## src/rtl/wb_commit_stage.sv

```systemverilog
// wb_commit_stage
//   N-lane writeback/commit stage between MEM and ctrl/regfile.
//   The input side uses a valid/ready handshake backed by a main entry (M),
//   which drives out_*, and a skid entry (S). A stall holds both entries
//   bit-for-bit. flush empties both entries. A bundle is cleaned up as it is
//   captured: lanes after the oldest exception are dropped, the excepting
//   lane loses its side effects, and GPR/CSR writes to the same destination
//   are resolved so the younger lane wins.
//
// Ports
//   clk, rst            clock, synchronous active-high reset
//   flush               synchronous flush (drops M, S and any offered bundle)
//   in_valid/in_ready   input handshake (in_ready = !S.valid, registered)
//   in_*                per-lane bundle fields from MEM (lane i at [W*i +: W])
//   out_valid/out_ready output handshake towards ctrl
//   out_*               committed bundle fields, registered from M
//   out_exc_*           exception summary of the committed bundle
//   retire_cnt          retired instruction count (wraps)
module wb_commit_stage #(
  parameter  int LANES  = 2,
  parameter  int XLEN   = 32,
  parameter  int CSR_AW = 14,
  parameter  int EXC_W  = 6,
  parameter  int CNT_W  = 32,
  localparam int EW     = (LANES > 1) ? $clog2(LANES) : 1
) (
  input  logic                     clk,
  input  logic                     rst,
  input  logic                     flush,
  input  logic                     in_valid,
  output logic                     in_ready,
  input  logic [LANES-1:0]         in_lane_valid,
  input  logic [LANES-1:0]         in_rf_we,
  input  logic [LANES*5-1:0]       in_rf_waddr,
  input  logic [LANES*XLEN-1:0]    in_rf_wdata,
  input  logic [LANES-1:0]         in_csr_we,
  input  logic [LANES*CSR_AW-1:0]  in_csr_addr,
  input  logic [LANES*XLEN-1:0]    in_csr_wdata,
  input  logic [LANES*EXC_W-1:0]   in_exc,
  input  logic [LANES*XLEN-1:0]    in_pc,
  input  logic [LANES-1:0]         in_ertn,
  input  logic [LANES-1:0]         in_idle,
  output logic                     out_valid,
  input  logic                     out_ready,
  output logic [LANES-1:0]         out_lane_valid,
  output logic [LANES-1:0]         out_rf_we,
  output logic [LANES*5-1:0]       out_rf_waddr,
  output logic [LANES*XLEN-1:0]    out_rf_wdata,
  output logic [LANES-1:0]         out_csr_we,
  output logic [LANES*CSR_AW-1:0]  out_csr_addr,
  output logic [LANES*XLEN-1:0]    out_csr_wdata,
  output logic [LANES*XLEN-1:0]    out_pc,
  output logic [LANES-1:0]         out_ertn,
  output logic [LANES-1:0]         out_idle,
  output logic                     out_exc_valid,
  output logic [EW-1:0]            out_exc_lane,
  output logic [EXC_W-1:0]         out_exc_code,
  output logic [CNT_W-1:0]         retire_cnt
);

  typedef struct packed {
    logic [LANES-1:0]        lane_valid;
    logic [LANES-1:0]        rf_we;
    logic [LANES*5-1:0]      rf_waddr;
    logic [LANES*XLEN-1:0]   rf_wdata;
    logic [LANES-1:0]        csr_we;
    logic [LANES*CSR_AW-1:0] csr_addr;
    logic [LANES*XLEN-1:0]   csr_wdata;
    logic [LANES*XLEN-1:0]   pc;
    logic [LANES-1:0]        ertn;
    logic [LANES-1:0]        idle;
    logic                    exc_valid;
    logic [EW-1:0]           exc_lane;
    logic [EXC_W-1:0]        exc_code;
  } entry_t;

  entry_t m_q, s_q, cap;
  logic   m_valid, s_valid;
  logic   accept, drain;

  // Capture-time processing scratch
  logic             found;
  int unsigned      k;
  logic [EXC_W-1:0] k_code;
  logic [LANES-1:0] lv, rf_raw, csr_raw;

  assign in_ready = !s_valid;
  assign accept   = in_valid && in_ready;
  assign drain    = m_valid && out_ready;

  function automatic logic [CNT_W-1:0] popcnt(input logic [LANES-1:0] v);
    logic [CNT_W-1:0] n;
    n = '0;
    for (int unsigned i = 0; i < LANES; i++) n = n + CNT_W'(v[i]);
    return n;
  endfunction

  always_comb begin
    cap     = '0;
    found   = 1'b0;
    k       = 0;
    k_code  = '0;
    lv      = '0;
    rf_raw  = '0;
    csr_raw = '0;

    // Oldest excepting lane
    for (int unsigned i = 0; i < LANES; i++) begin
      if (!found && in_lane_valid[i] && (in_exc[i*EXC_W +: EXC_W] != '0)) begin
        found  = 1'b1;
        k      = i;
        k_code = in_exc[i*EXC_W +: EXC_W];
      end
    end

    cap.rf_waddr  = in_rf_waddr;
    cap.rf_wdata  = in_rf_wdata;
    cap.csr_addr  = in_csr_addr;
    cap.csr_wdata = in_csr_wdata;
    cap.pc        = in_pc;
    cap.exc_valid = found;
    cap.exc_lane  = found ? EW'(k) : '0;
    cap.exc_code  = k_code;

    for (int unsigned i = 0; i < LANES; i++) begin
      lv[i]         = in_lane_valid[i] && !(found && (i > k));
      rf_raw[i]     = in_rf_we[i] && lv[i] && (in_rf_waddr[i*5 +: 5] != 5'd0)
                      && !(found && (i == k));
      csr_raw[i]    = in_csr_we[i] && lv[i] && !(found && (i == k));
      cap.ertn[i]   = in_ertn[i] && !(found && (i == k));
      cap.idle[i]   = in_idle[i] && !(found && (i == k));
    end
    cap.lane_valid = lv;

    // Younger lane wins on a shared destination
    cap.rf_we  = rf_raw;
    cap.csr_we = csr_raw;
    for (int unsigned i = 0; i < LANES; i++) begin
      for (int unsigned j = i + 1; j < LANES; j++) begin
        if (rf_raw[i] && rf_raw[j] && (in_rf_waddr[i*5 +: 5] == in_rf_waddr[j*5 +: 5]))
          cap.rf_we[i] = 1'b0;
        if (csr_raw[i] && csr_raw[j] &&
            (in_csr_addr[i*CSR_AW +: CSR_AW] == in_csr_addr[j*CSR_AW +: CSR_AW]))
          cap.csr_we[i] = 1'b0;
      end
    end
  end

  always_ff @(posedge clk) begin
    if (rst) begin
      m_q        <= '0;
      s_q        <= '0;
      m_valid    <= 1'b0;
      s_valid    <= 1'b0;
      retire_cnt <= '0;
    end else begin
      if (drain) retire_cnt <= retire_cnt + popcnt(m_q.lane_valid);
      if (flush) begin
        m_q     <= '0;
        s_q     <= '0;
        m_valid <= 1'b0;
        s_valid <= 1'b0;
      end else if (m_valid && !drain) begin
        // M stalled: only the skid entry can take a new bundle
        if (accept) begin
          s_q     <= cap;
          s_valid <= 1'b1;
        end
      end else if (s_valid) begin
        // M is draining with S occupied (in_ready is low, so no accept here)
        m_q     <= s_q;
        m_valid <= 1'b1;
        s_q     <= '0;
        s_valid <= 1'b0;
      end else if (accept) begin
        m_q     <= cap;
        m_valid <= 1'b1;
      end else begin
        m_q     <= '0;
        m_valid <= 1'b0;
      end
    end
  end

  assign out_valid      = m_valid;
  assign out_lane_valid = m_q.lane_valid;
  assign out_rf_we      = m_q.rf_we;
  assign out_rf_waddr   = m_q.rf_waddr;
  assign out_rf_wdata   = m_q.rf_wdata;
  assign out_csr_we     = m_q.csr_we;
  assign out_csr_addr   = m_q.csr_addr;
  assign out_csr_wdata  = m_q.csr_wdata;
  assign out_pc         = m_q.pc;
  assign out_ertn       = m_q.ertn;
  assign out_idle       = m_q.idle;
  assign out_exc_valid  = m_q.exc_valid;
  assign out_exc_lane   = m_q.exc_lane;
  assign out_exc_code   = m_q.exc_code;

endmodule

```

## config.mk

```make
export PLATFORM = sky130hd
export DESIGN_NAME = wb_commit_stage
export DESIGN_NICKNAME = d
export VERILOG_FILES = /design/src/rtl/wb_commit_stage.sv
export SDC_FILE = /design/constraint.sdc
export NUM_CORES = 1
export LEC_CHECK = 0
export ABC_AREA = 1
export CAP_MARGIN = 20
export CELL_PAD_IN_SITES_DETAIL_PLACEMENT = 2
export CELL_PAD_IN_SITES_GLOBAL_PLACEMENT = 2
export CORE_MARGIN = 5
export CORE_UTILIZATION = 29
export DETAILED_ROUTE_END_ITERATION = 10
export GPL_ROUTABILITY_DRIVEN = 0
export GPL_TIMING_DRIVEN = 0
export PLACE_DENSITY_LB_ADDON = 0.25
export SYNTH_ARGS = -nofsm -noshare
export SYNTH_HDL_FRONTEND = slang
export SYNTH_SLANG_ARGS = --single-unit
```

## constraint.sdc

```tcl
create_clock -name clk -period 4.8 [get_ports clk]
set_input_delay 0.96 -clock clk [delete_from_list [all_inputs] [get_ports clk]]
set_output_delay 0.96 -clock clk [all_outputs]
set_load 0.03 [all_outputs]
```

Yosys cells after proc, flatten, opt, wreduce, memory -nomap -nowiden
Index checks and enable logic that the tools add are counted.

storage, ports and cells
  output and inout bits = 282
  register bits = 530
  logic and storage cells = 99
  input bits = 257

operators by class
  add/sub/neg operators = 2
  reductions and logical operators = 46
  magnitude comparators = 2
  muxes and demuxes = 15
  equality and inequality tests = 4
  bitwise logic cells = 1

operators with widths
  cell                   count
  $mux W248              5
  $gt A1 B32 Y1 const A  2
  $add A32 B2 Y32        1
  $eq A1 B32 Y1 const A  1
  $logic_not A32 Y1      1
  $logic_and A1 B1 Y1    30
  $eq A14 B14 Y1         1
  $mux W6                2
  $reduce_bool A6 Y1     2
  $reduce_bool A5 Y1     2
  $mux W1                8
  $logic_not A1 Y1       7
  $eq A5 B5 Y1           1
  $reduce_or A3 Y1       1
  $add A1 B1 Y2          1
  $ne A2 B2 Y1 const B   1
  $reduce_and A2 Y1      1
  $reduce_bool A2 Y1     1
  $reduce_or A2 Y1       1
  $not A1 Y1             1

Depth between registers and ports, before layout
Gate-level depths: netlist (run 1).

  depth in word-level cells = 19
  depth in mapped cells = 14
  mapped depth without buffers = 14

Worst setup path before layout (run 1)
No wires, ideal clock.

  path type = flip-flop to flip-flop
  start point = reg m_q, in the netlist out_lane_valid[0]
  end point = reg retire_cnt[18]
  period minus slack after synthesis = 2318 ps
  required time = 4690 ps
  arrival time = 2208 ps
  stages on the path, launching flop included = 14
  buffers on the path = 0
  path slack = 2482 ps
  path through = dfxtp_1 inv_1 fa_1 inv_1 ha_1 inv_1 nor2_4 nand4_4 nor2_4 nand3_2 inv_2 nand3_1 nand2_1 nor2_1

on the way
  cells in the longest elaborated chain, start to end = 2

ends and longest elaborated chain
  item                    RTL line  RTL
  start, declared         77        entry_t m_q, s_q, cap;
  start signal, assigned  171       m_q <= s_q;
  start signal, assigned  176       m_q <= cap;
  $add A1 B1 Y2           94        for (int unsigned i = 0; i < LANES; i++) n = n + CNT_W'(v[i]);
  $add A32 B2 Y32         157       if (drain) retire_cnt <= retire_cnt + popcnt(m_q.lane_valid);
  end signal, assigned    157
  end, declared           58        output logic [CNT_W-1:0] retire_cnt

No other way between the ends.
A chain may end at the register's enable or synchronous reset.

Final worst setup path (run 1)
  start point = in out_ready
  end point = reg m_q, in the netlist out_pc[47]

on the way
  cells in the longest elaborated chain, start to end = 3

ends and longest elaborated chain
  item                 RTL line  RTL
  start, declared      44        input logic out_ready,
  $logic_and A1 B1 Y1  89        assign drain = m_valid && out_ready;
  $logic_not A1 Y1     163       end else if (m_valid && !drain) begin
  $logic_and A1 B1 Y1  163

No other way between the ends.

==> results of run 1 <==
## logic make-up after synthesis
group | Yosys count
adders and majority gates | 2
buffers and inverters | 323
AOI/OAI and AO/OA | 550
DFF | 530
and+or+nand+nor | 1480
xor gates and xnor gates | 16
## synth_stat cells, types with 3 or more instances
cell / instances
nand2_1: 841
dfxtp_1: 530
nand3_1: 471
a31oi_1: 214
o21ai_0: 188
nor2_1: 137
clkbuf_1: 110
buf_2: 99
inv_1: 73
a21oi_1: 55
o21ai_1: 45
buf_1: 29
a221oi_1: 24
o31ai_1: 18
xor2_1: 9
nor2_4: 8
inv_2: 7
xnor2_1: 7
nor3_1: 6
nand3b_1: 4
a22o_1: 3
nand2_2: 3
## critical path: cells and delay by family
kind | cells | cell delay [ns]
buffers and inverters | 4 | 2.18
AO/OA/AOI/OAI | 1 | 0.22
AND/OR/NAND/NOR | 2 | 0.25
## layout by cell type, fill, tap and decap left out, types with 10 or more instances in the layout
| cell | n |
|---|---|
| a21oi_1 | 55 |
| a221oi_1 | 24 |
| a31oi_1 | 214 |
| buf_1 | 29 |
| buf_2 | 99 |
| clkbuf_1 | 132 |
| clkbuf_16 | 61 |
| clkbuf_8 | 11 |
| clkdlybuf4s50_1 | 537 |
| clkinv_2 | 10 |
| dfxtp_1 | 530 |
| diode_2 | 16 |
| inv_1 | 73 |
| nand2_1 | 841 |
| nand3_1 | 471 |
| nor2_1 | 137 |
| o21ai_0 | 188 |
| o21ai_1 | 45 |
| o31ai_1 | 18 |
## cell type report
cell class / instances / area [sq um]
diodes: 16 / 40.0
well taps: 969 / 1210
flip-flops and latches: 530 / 10600
fillers: 8526 / 44000
clock inverters: 13 / 140
clock buffers: 94 / 1760
multi-input cells: 2048 / 9660
repair buffers: 538 / 5390
inverters: 81 / 304
plain buffers: 242 / 1050
## power by group through the flow
stage               clock network [mW]  registers, mW  logic [mW]
CTS                               4.69           4.52        1.08
floorplan                            0           4.72       0.359
global route                      4.86           4.52        1.15
detailed placement                   0           4.61        1.07
global placement                     0           4.61        1.05
finish                            4.60           4.52        1.08
## worst paths after layout
check	end	slack, ns	cells past startpoint
max	out_pc[47]	1.71	7
min	s_q[10]	0.47	2
max reg2reg	retire_cnt[24]	2.11	14
min reg2reg	s_q[10]	0.47	2
## layer usage
| layer | track usage (%) | vias to the layer above | routed length, microns |
|---|---|---|---|
| li1 | - | 11100 | - |
| met1 | 30.7 | 12000 | 45200 |
| met5 | 0 | - | 88 |
| met4 | 9.65 | 14 | 4080 |
| met3 | 4.81 | 201 | 4950 |
| met2 | 45.4 | 526 | 53400 |
## state kept, by name, summed over array words and instances, names as in the netlist, 2 cells and up
register,cells
out_rf_wdata,64
out_exc_code,6
out_idle,2
out_lane_valid,2
out_rf_we,2
out_csr_addr,28
out_ertn,2
out_csr_wdata,64
s_q,248
out_csr_we,2
out_pc,64
retire_cnt,32
out_rf_waddr,10
==> flow_summary.json, run 1 <==
{
  "dp_slack_ns": 1.01,
  "syn_area_per_cell_sq_um": 7.46,
  "cts_hold_buf": 0,
  "power_density_nw_per_um2": 338,
  "dp_cells": 4407,
  "cts.repair.resized": 0,
  "hold_viol": 0,
  "clk_pin_slew_worst_paths_ns": 0.06,
  "ios": 539,
  "setup_ws_ns": 1.71,
  "synth_xor_area_share_pct": 0.648,
  "cp_slowest_cell": "clkbuf_1",
  "sw_frac_of_total_pct": 26.0,
  "ys_async_sr_fraction_pct": 0,
  "synthesis.nets": 3160,
  "p_total_mw": 10.2,
  "synth_top_area_cell": "dfxtp_1",
  "vias": 23800,
  "yosysTopAreaCellShare_pct": 49.1,
  "cts_max_level": 2,
  "fp.dieH_microns": 283,
  "synth_edf_count": 0,
  "postRouteWirelength_microns": 108000,
  "synth_top_family_by_area": "simple AND/OR/NAND/NOR gates",
  "worstSkewPairLatency_ns": 0.62,
  "area_growth_pct": 39.5,
  "grt_pass1_vias": 26400,
  "grt_pass1_wl_microns": 162000,
  "crit_required_ns": 5.33,
  "fp-row-count": 100,
  "final_nets": 3761,
  "r2r-start": "out_lane_valid[0]",
  "finalClockSkew_ns": 0.0141,
  "maxCapViolations": 0,
  "ys_seq_area_share_pct": 49.1,
  "period_share_pct": 64.4,
  "leakage_nw": 10.4,
  "maxSlewHeadroom_pct": 27.7,
  "cts_tree": "built",
  "dominantRegCellSynth": "dfxtp_1",
  "worstSetupPathType": "in2reg",
  "outcome": "finished, final reports clean",
  "final_antenna_net_count": 0,
  "drc_errors": 0,
  "grt_max_degree": 15,
  "startpoint_type": "input port",
  "coreArea_sq_um": 74200,
  "tritoncts.num_buffers": 61,
  "postPlaceCellArea_sq_um": 28200,
  "stdcell_count": 4531,
  "via_per_inst": 5.26,
  "drt_iter0_markers": 1050,
  "drive_gt1_share_pct": 6.06,
  "cts_buffer_depth": 3,
  "synthCells": 2901,
  "yosys.area_share.simple_pct": 29.2,
  "comb_power_share_pct": 10.6,
  "port_buffers": 537,
  "finalCoreUtilization_pct": 40.7,
  "start_util_pct": 29.2,
  "synth_warnings": 0,
  "cts_setup_buffers": 0,
  "syn_area_sq_um": 21600,
  "die_w_microns": 283,
  "rsz0062_at_grt": "no",
  "fmax_mhz": 323,
  "hpwl_microns": 81900,
  "drt_first_pass_iters": 5,
  "power_frac_seq_pct": 44.3,
  "ys_ff_latch": 530,
  "grt_util_all_layers_pct": 25.5,
  "crit_chain": "clkdlybuf4s50_1 -> nor2_8 -> inv_2 -> clkbuf_1 -> buf_2 -> nand3_1 -> a31oi_1",
  "hold_ws_ns": 0.467,
  "intPower_mw": 7.54,
  "synth_cell_types": 36,
  "synthMuxAreaShare_pct": 0,
  "cts-root-buf": "clkbuf_16",
  "overflow": 0,
  "final_area_sq_um": 30200,
  "netSwitchingPower_mw": 2.65,
  "synthAdderAreaFrac_pct": 0.150,
  "setup_viol": 0,
  "timing.setup.tns_ns": 0,
  "synth-compound-area-share_pct": 14.7,
  "synth_area_leaders": "dfxtp_1, nand2_1, nand3_1, a31oi_1, o21ai_0",
  "fin_crit_ns": 3.09,
  "path_max_fanout": 10,
  "ir_drop_mv": 0.268,
  "crit_start": "out_ready",
  "drv_slew": 0,
  "routedWlPerCell_microns": 23.8,
  "arrival_ns": 3.62,
  "crit_path_end_kind": "flop",
  "antenna_found_initial": 25,
  "hp-class": "reg2reg",
  "clock-sinks": 530,
  "worstMarginPinSlew_ns": 1.08,
  "critPathMaxStageDelay_ns": 0.81,
  "pwr-share-clk_pct": 45.1,
  "hp-start": "s_q[10]",
  "dieArea_sq_um": 80100
}
Power figures use the tool's default switching activity.
==> run 2, diff against run 1 <==
- CORE_UTILIZATION: 29 -> 25
- clock period: 4.8 -> 2.7 ns (I/O delays scaled with it)
==> run 2 against run 1 <==
- critical path depth is the same
- sequential cell count unchanged
- first-iteration DRC count decreased by 8.2%
- wire length up 1.1%
- worst hold slack worse by 0.13 ns
- clock power increased by 98%
- global-route usage decreased by 3.0 points
- die area is 15% higher
- design area is 1.8% higher
- critical path type unchanged
- critical endpoint is now s_q[99]
- largest cell class unchanged
- largest power group unchanged
==> flow_summary.json, run 2 (same netlist as run 1, synthesis figures left out) <==
{
  "grt_pass1_vias": 25400,
  "layout_commonest_cell": "nand2_1",
  "worstSetupPathType": "in2reg",
  "startpoint_type": "input port",
  "crit_path_frequent_cell": "buf_6",
  "via_per_inst": 4.93,
  "worstSkewPairLatency_ns": 0.61,
  "vias": 23300,
  "top_register": "s_q",
  "clk_pin_slew_worst_paths_ns": 0.06,
  "regToRegSetupSlack_ns": 0.19,
  "postRouteWirelength_microns": 109000,
  "maxSlewHeadroom_pct": 35.3,
  "power_density_nw_per_um2": 620,
  "ir_drop_mv": 0.468,
  "fp.dieH_microns": 304,
  "fin_crit_ns": 2.57,
  "ios": 539,
  "pwr-share-clk_pct": 47.7,
  "hp-start": "in_lane_valid[0]",
  "cts_buffer_depth": 3,
  "drive_gt1_share_pct": 6.75,
  "outcome": "finished, final reports clean",
  "timing.setup.tns_ns": 0,
  "clock-sinks": 530,
  "cts-root-buf": "clkbuf_16",
  "critPathMaxStageDelay_ns": 0.59,
  "antenna_found_initial": 32,
  "arrival_ns": 3.08,
  "leakage_nw": 10.6,
  "crit_path_end_kind": "flop",
  "path_max_fanout": 10,
  "netSwitchingPower_mw": 4.97,
  "sw_frac_of_total_pct": 26.1,
  "largest_register_ffs": 248,
  "fmax_mhz": 390,
  "intPower_mw": 14.1,
  "port_buffers": 537,
  "routedWlPerCell_microns": 23.0,
  "crit_chain": "clkdlybuf4s50_1 -> nor2_2 -> nand2_2 -> buf_6 -> buf_6 -> clkbuf_1 -> o21ai_0",
  "path_buf_inv": 4,
  "grt_max_degree": 13,
  "start_util_pct": 25.3,
  "path_delay_family": "buffers and inverters",
  "drt_iter0_markers": 964,
  "tritoncts.num_buffers": 66,
  "final_nets": 3767,
  "crit_required_ns": 3.21,
  "cts_max_level": 3,
  "cts_hold_buf": 0,
  "r2r-start": "out_lane_valid[0]",
  "postPlaceCellArea_sq_um": 28500,
  "worstReg2RegEnd": "retire_cnt[24]",
  "hold_path_depth": 3,
  "setup_viol": 0,
  "power_frac_seq_pct": 42.2,
  "dieArea_sq_um": 92500,
  "overflow": 0,
  "drc_errors": 0,
  "finalClockSkew_ns": 0.0168,
  "hpwl_microns": 81900,
  "layout_common_cells": "nand2_1, clkdlybuf4s50_1, dfxtp_1, nand3_1, a31oi_1",
  "fill_cells": 9840,
  "drt_first_pass_iters": 5,
  "grt_util_all_layers_pct": 22.5,
  "cp_slowest_cell": "nor2_2",
  "r2r_cells": 14,
  "comb_power_share_pct": 10.1,
  "fp-row-count": 107,
  "final_area_sq_um": 30700,
  "min_to": "out_lane_valid[0]",
  "grt_pass1_wl_microns": 162000,
  "hp-class": "in2reg",
  "rsz0062_at_grt": "no",
  "drv_slew": 0,
  "maxCapViolations": 0,
  "hold_viol": 0,
  "worstMarginPinSlew_ns": 0.970,
  "cts_tree": "built",
  "period_share_pct": 95.1,
  "area_growth_pct": 42.0,
  "coreArea_sq_um": 85500,
  "final_antenna_net_count": 0,
  "die_w_microns": 304
}
[run 2: cell types whose count changed in the layout (fill, tap and decap cells not counted), sizes merged]
| cell | before | now |
|---|---|---|
| clkbuf | 204 | 214 |
| clkinv | 11 | 10 |
| bufinv | 3 | 2 |
| inv | 80 | 82 |
| diode | 16 | 22 |
| buf | 133 | 134 |
[run 2: stage by stage]
step,utilization (%),setup slack [ns],hold WS (ns),power [mW],cells
floorplan,-,0.382,0.440,9.02,2901
global placement,33.2,-0.894,0.453,10.1,4582
detailed placement,33.3,-0.675,0.461,10.1,4584
CTS,35.8,0.0107,0.322,19.3,4701
global route,35.9,0.0155,0.340,19.7,4716
finish,35.9,0.133,0.341,19.0,4723
[run 2: power by group through the flow]
stage / clock network (mW) / registers, mW / logic [mW]
after global placement: 0 / 8.20 / 1.92
final: 9.09 / 8.03 / 1.92
after CTS: 9.35 / 8.03 / 1.95
after detailed placement: 0 / 8.20 / 1.94
after global routing: 9.61 / 8.04 / 2.06
after floorplan: 0 / 8.38 / 0.638
[run 2: area by class of cell]
cell class	count	area (sq um)	area share (%)
inverter	81	304	0.990
clock inverter	13	156	0.509
buffer	242	1060	3.45
sequential	530	10600	34.5
clock buffer	104	2040	6.63
multi-input combinational	2048	9660	31.4
tap	1144	1430	4.66
antenna	22	55.1	0.179
timing repair buffer	539	5410	17.6
[run 2: how the worst max path moves through the flow]
stage,endpoint,cells after the start,startpoint
after floorplan,retire_cnt[18],13,out_lane_valid[0]
after global placement,s_q[151],6,rst
after detailed placement,out_pc[18],6,rst
after CTS,s_q[140],6,rst
after global routing,retire_cnt[24],14,out_lane_valid[0]
final,s_q[99],7,rst
[run 2: routing by layer]
layer	GRT usage (%)	share of wire [%]	vias up
li1	-	-	11100
met1	28.2	44	11600
met2	38.8	49	417
met3	4.62	4.3	145
met4	7.39	2.6	18
met5	0	0.11	-
[run 2: repair_timing]
item,4_1_cts,5_1_grt
buffers inserted,0,0
gates resized for setup,3,7
endpoints found under the hold margin,0,0
setup endpoints to repair,17,92
[run 2: worst min-delay path: stages]
cell,delay (ns)
buf_2,0.18
nand3_1,0.10
a31oi_1,0.06
==> RTL edit (config.mk and constraints of run 1) <==
Put one more register stage on the output `retire_cnt`, cleared by the reset. The value now appears one clock later. The other outputs are not delayed to match.
--- a/src/rtl/wb_commit_stage.sv
+++ b/src/rtl/wb_commit_stage.sv
@@ -74,6 +74,8 @@
     logic [EXC_W-1:0]        exc_code;
   } entry_t;
 
+  logic [CNT_W-1:0] retire_cnt_s0;
+
   entry_t m_q, s_q, cap;
   logic   m_valid, s_valid;
   logic   accept, drain;
@@ -152,9 +154,9 @@
       s_q        <= '0;
       m_valid    <= 1'b0;
       s_valid    <= 1'b0;
-      retire_cnt <= '0;
+      retire_cnt_s0 <= '0;
     end else begin
-      if (drain) retire_cnt <= retire_cnt + popcnt(m_q.lane_valid);
+      if (drain) retire_cnt_s0 <= retire_cnt_s0 + popcnt(m_q.lane_valid);
       if (flush) begin
         m_q     <= '0;
         s_q     <= '0;
@@ -197,5 +199,13 @@
   assign out_exc_lane   = m_q.exc_lane;
   assign out_exc_code   = m_q.exc_code;
 
+  always_ff @(posedge clk) begin
+    if (rst) begin
+      retire_cnt <= '0;
+    end else begin
+      retire_cnt <= retire_cnt_s0;
+    end
+  end
+
 endmodule
 
Function: not settled (the Yosys comparison gave no result); the edit may change what the design does.
==> RTL edit against run 1 <==
Wire length grew 2.2%; non-clock buffer count grew 5; design area grew 4.9%; core utilization grew 0.25 points; critical path depth shrank 1; via count grew 2.1%; count of clock-buffer cells in the layout grew 10; power grew 10%; sequential cell count grew 32; fmax grew 2.1%; worst setup slack gained 0.065 ns; area after synthesis grew 4.5%; critical endpoint is now s_q[235]; highest routed layer unchanged.
==> RTL edit: results <==
clock_tree:
  cts_setup_buffers: 0
  clk_pin_slew_ns: 0.06
  cts_buffers: 69
  clock_latency_ns: 0.60
  cts_buffer_depth: 3
  cts-root-buf: "clkbuf_16"
  cts_resized: 0
  htreeDepth: 3
global_route:
  grt_pass1_wl_mm: 163
  antenna_found_initial: 32
  grt_max_degree: 14
  gr-usage-met3_pct: 4.52
  grt_use_total_pct: 25.0
  grt_util_met1_pct: 29.6
  met2_usage_pct: 43.7
  top_usage_layer: "met2"
  grt_pass1_vias: 26978
timing:
  worst_slew_pin_slew_ns: 1.07
  fin_skew_ns: 0.0203
run_status:
  run_status: "finished, final reports clean"
setup_path:
  cp_max_fo: 10
  slowest_stage: "clkbuf_1"
  arrival_ns: 3.53
  critical_path.max_stage_delay_ns: 0.83
finish:
  regMostFlops: "s_q"
  drive_gt1_share_pct: 7.52
  fin_nets: 3851
  instances_no_fill: 4714
  largest_register_ffs: 248
synth:
  netlist_instances: 2985
  synth_nets: 3244
  ys_warn_count: 0
  synthTopCellsByArea: "dfxtp_1 50%, nand2_1 14%, nand3_1 11%, a31oi_1 6.0%, o21ai_1 4.5%"
  synth_common_cells: "849 x nand2_1, 562 x dfxtp_1, 478 x nand3_1"
  synth_edf_count: 0
  async_flop_share_pct: 0
  yosysSeqAreaShare_pct: 49.8
  synth.distinct_cells: 39
  synth_top_area_share_pct: 49.8
power:
  ir_worst_vdd_v: 0.000222
  cellLeakagePower_uw: 0.0110
route:
  num_vias: 24328
  wl_mm: 110
  first_pass_iters: 5
  drt_iter0_markers: 1086
placed_design:
  io_buffers: 536
  pre_cts_slack_ns: 1.17
  place_inst: 4561
  dpl-instance-area_um2: 29300
  dp.final_hpwl_mm: 82.7
min_path:
  min_path_type: "flip-flop to flip-flop"
==> RTL edit: changes by cell type after synthesis, sizes merged, moves of 5 or more <==
cell	run 1	this run
dfxtp	530	562
buf	132	154
clkbuf	110	95
inv	80	92
nor2	148	159
a21oi	55	64
nand2	845	854
nand3	472	479
a221oi	24	19
==> RTL edit: logic make-up after synthesis <==
| logic type | synth area share [%] |
|---|---|
| compound gates | 14.2 |
| xor+xnor | 0.542 |
| fa+ha+maj | 0.144 |
| buf+inv | 7.07 |
| flops | 49.8 |
| simple gates | 28.3 |
==> RTL edit: critical path: cells and delay by family <==
kind                   cells  cell delay (ns)
buffers and inverters      3             1.95
and+or+nand+nor            2             0.48
AOI/OAI and AO/OA          1             0.11
==> RTL edit: area by class of cell <==
cell class / instances / area [um^2]
fill: 8816 / 45700
antenna: 29 / 72.6
clock buffer: 104 / 2090
clock inverter: 20 / 213
timing repair buffer: 536 / 5370
inverter: 94 / 355
multi-input combinational: 2080 / 9750
tap: 1040 / 1300
buffer: 249 / 1240
sequential: 562 / 11300
==> RTL edit: worst paths after layout <==
path	startpoint	endpoint	slack [ns]	cells past startpoint
max	flush	s_q[235]	1.77	6
min reg2reg	s_q[2]	s_q[2]	0.47	2
min	s_q[2]	s_q[2]	0.47	2
max reg2reg	out_lane_valid[0]	retire_cnt_s0[18]	2.11	13
==> RTL edit: routing by layer <==
metal,wire (um),vias up
li1,-,11333
met3,5650,212
met4,5160,6
met2,54600,624
met5,34,-
met1,44600,12153
==> RTL edit: where the power goes <==
part           internal [uW]  leakage (uW)  total [uW]  switching (uW)
Sequential              4740       0.00455        4790            49.6
Clock                   3180       0.00113        5330            2150
Combinational            430       0.00533        1100             672
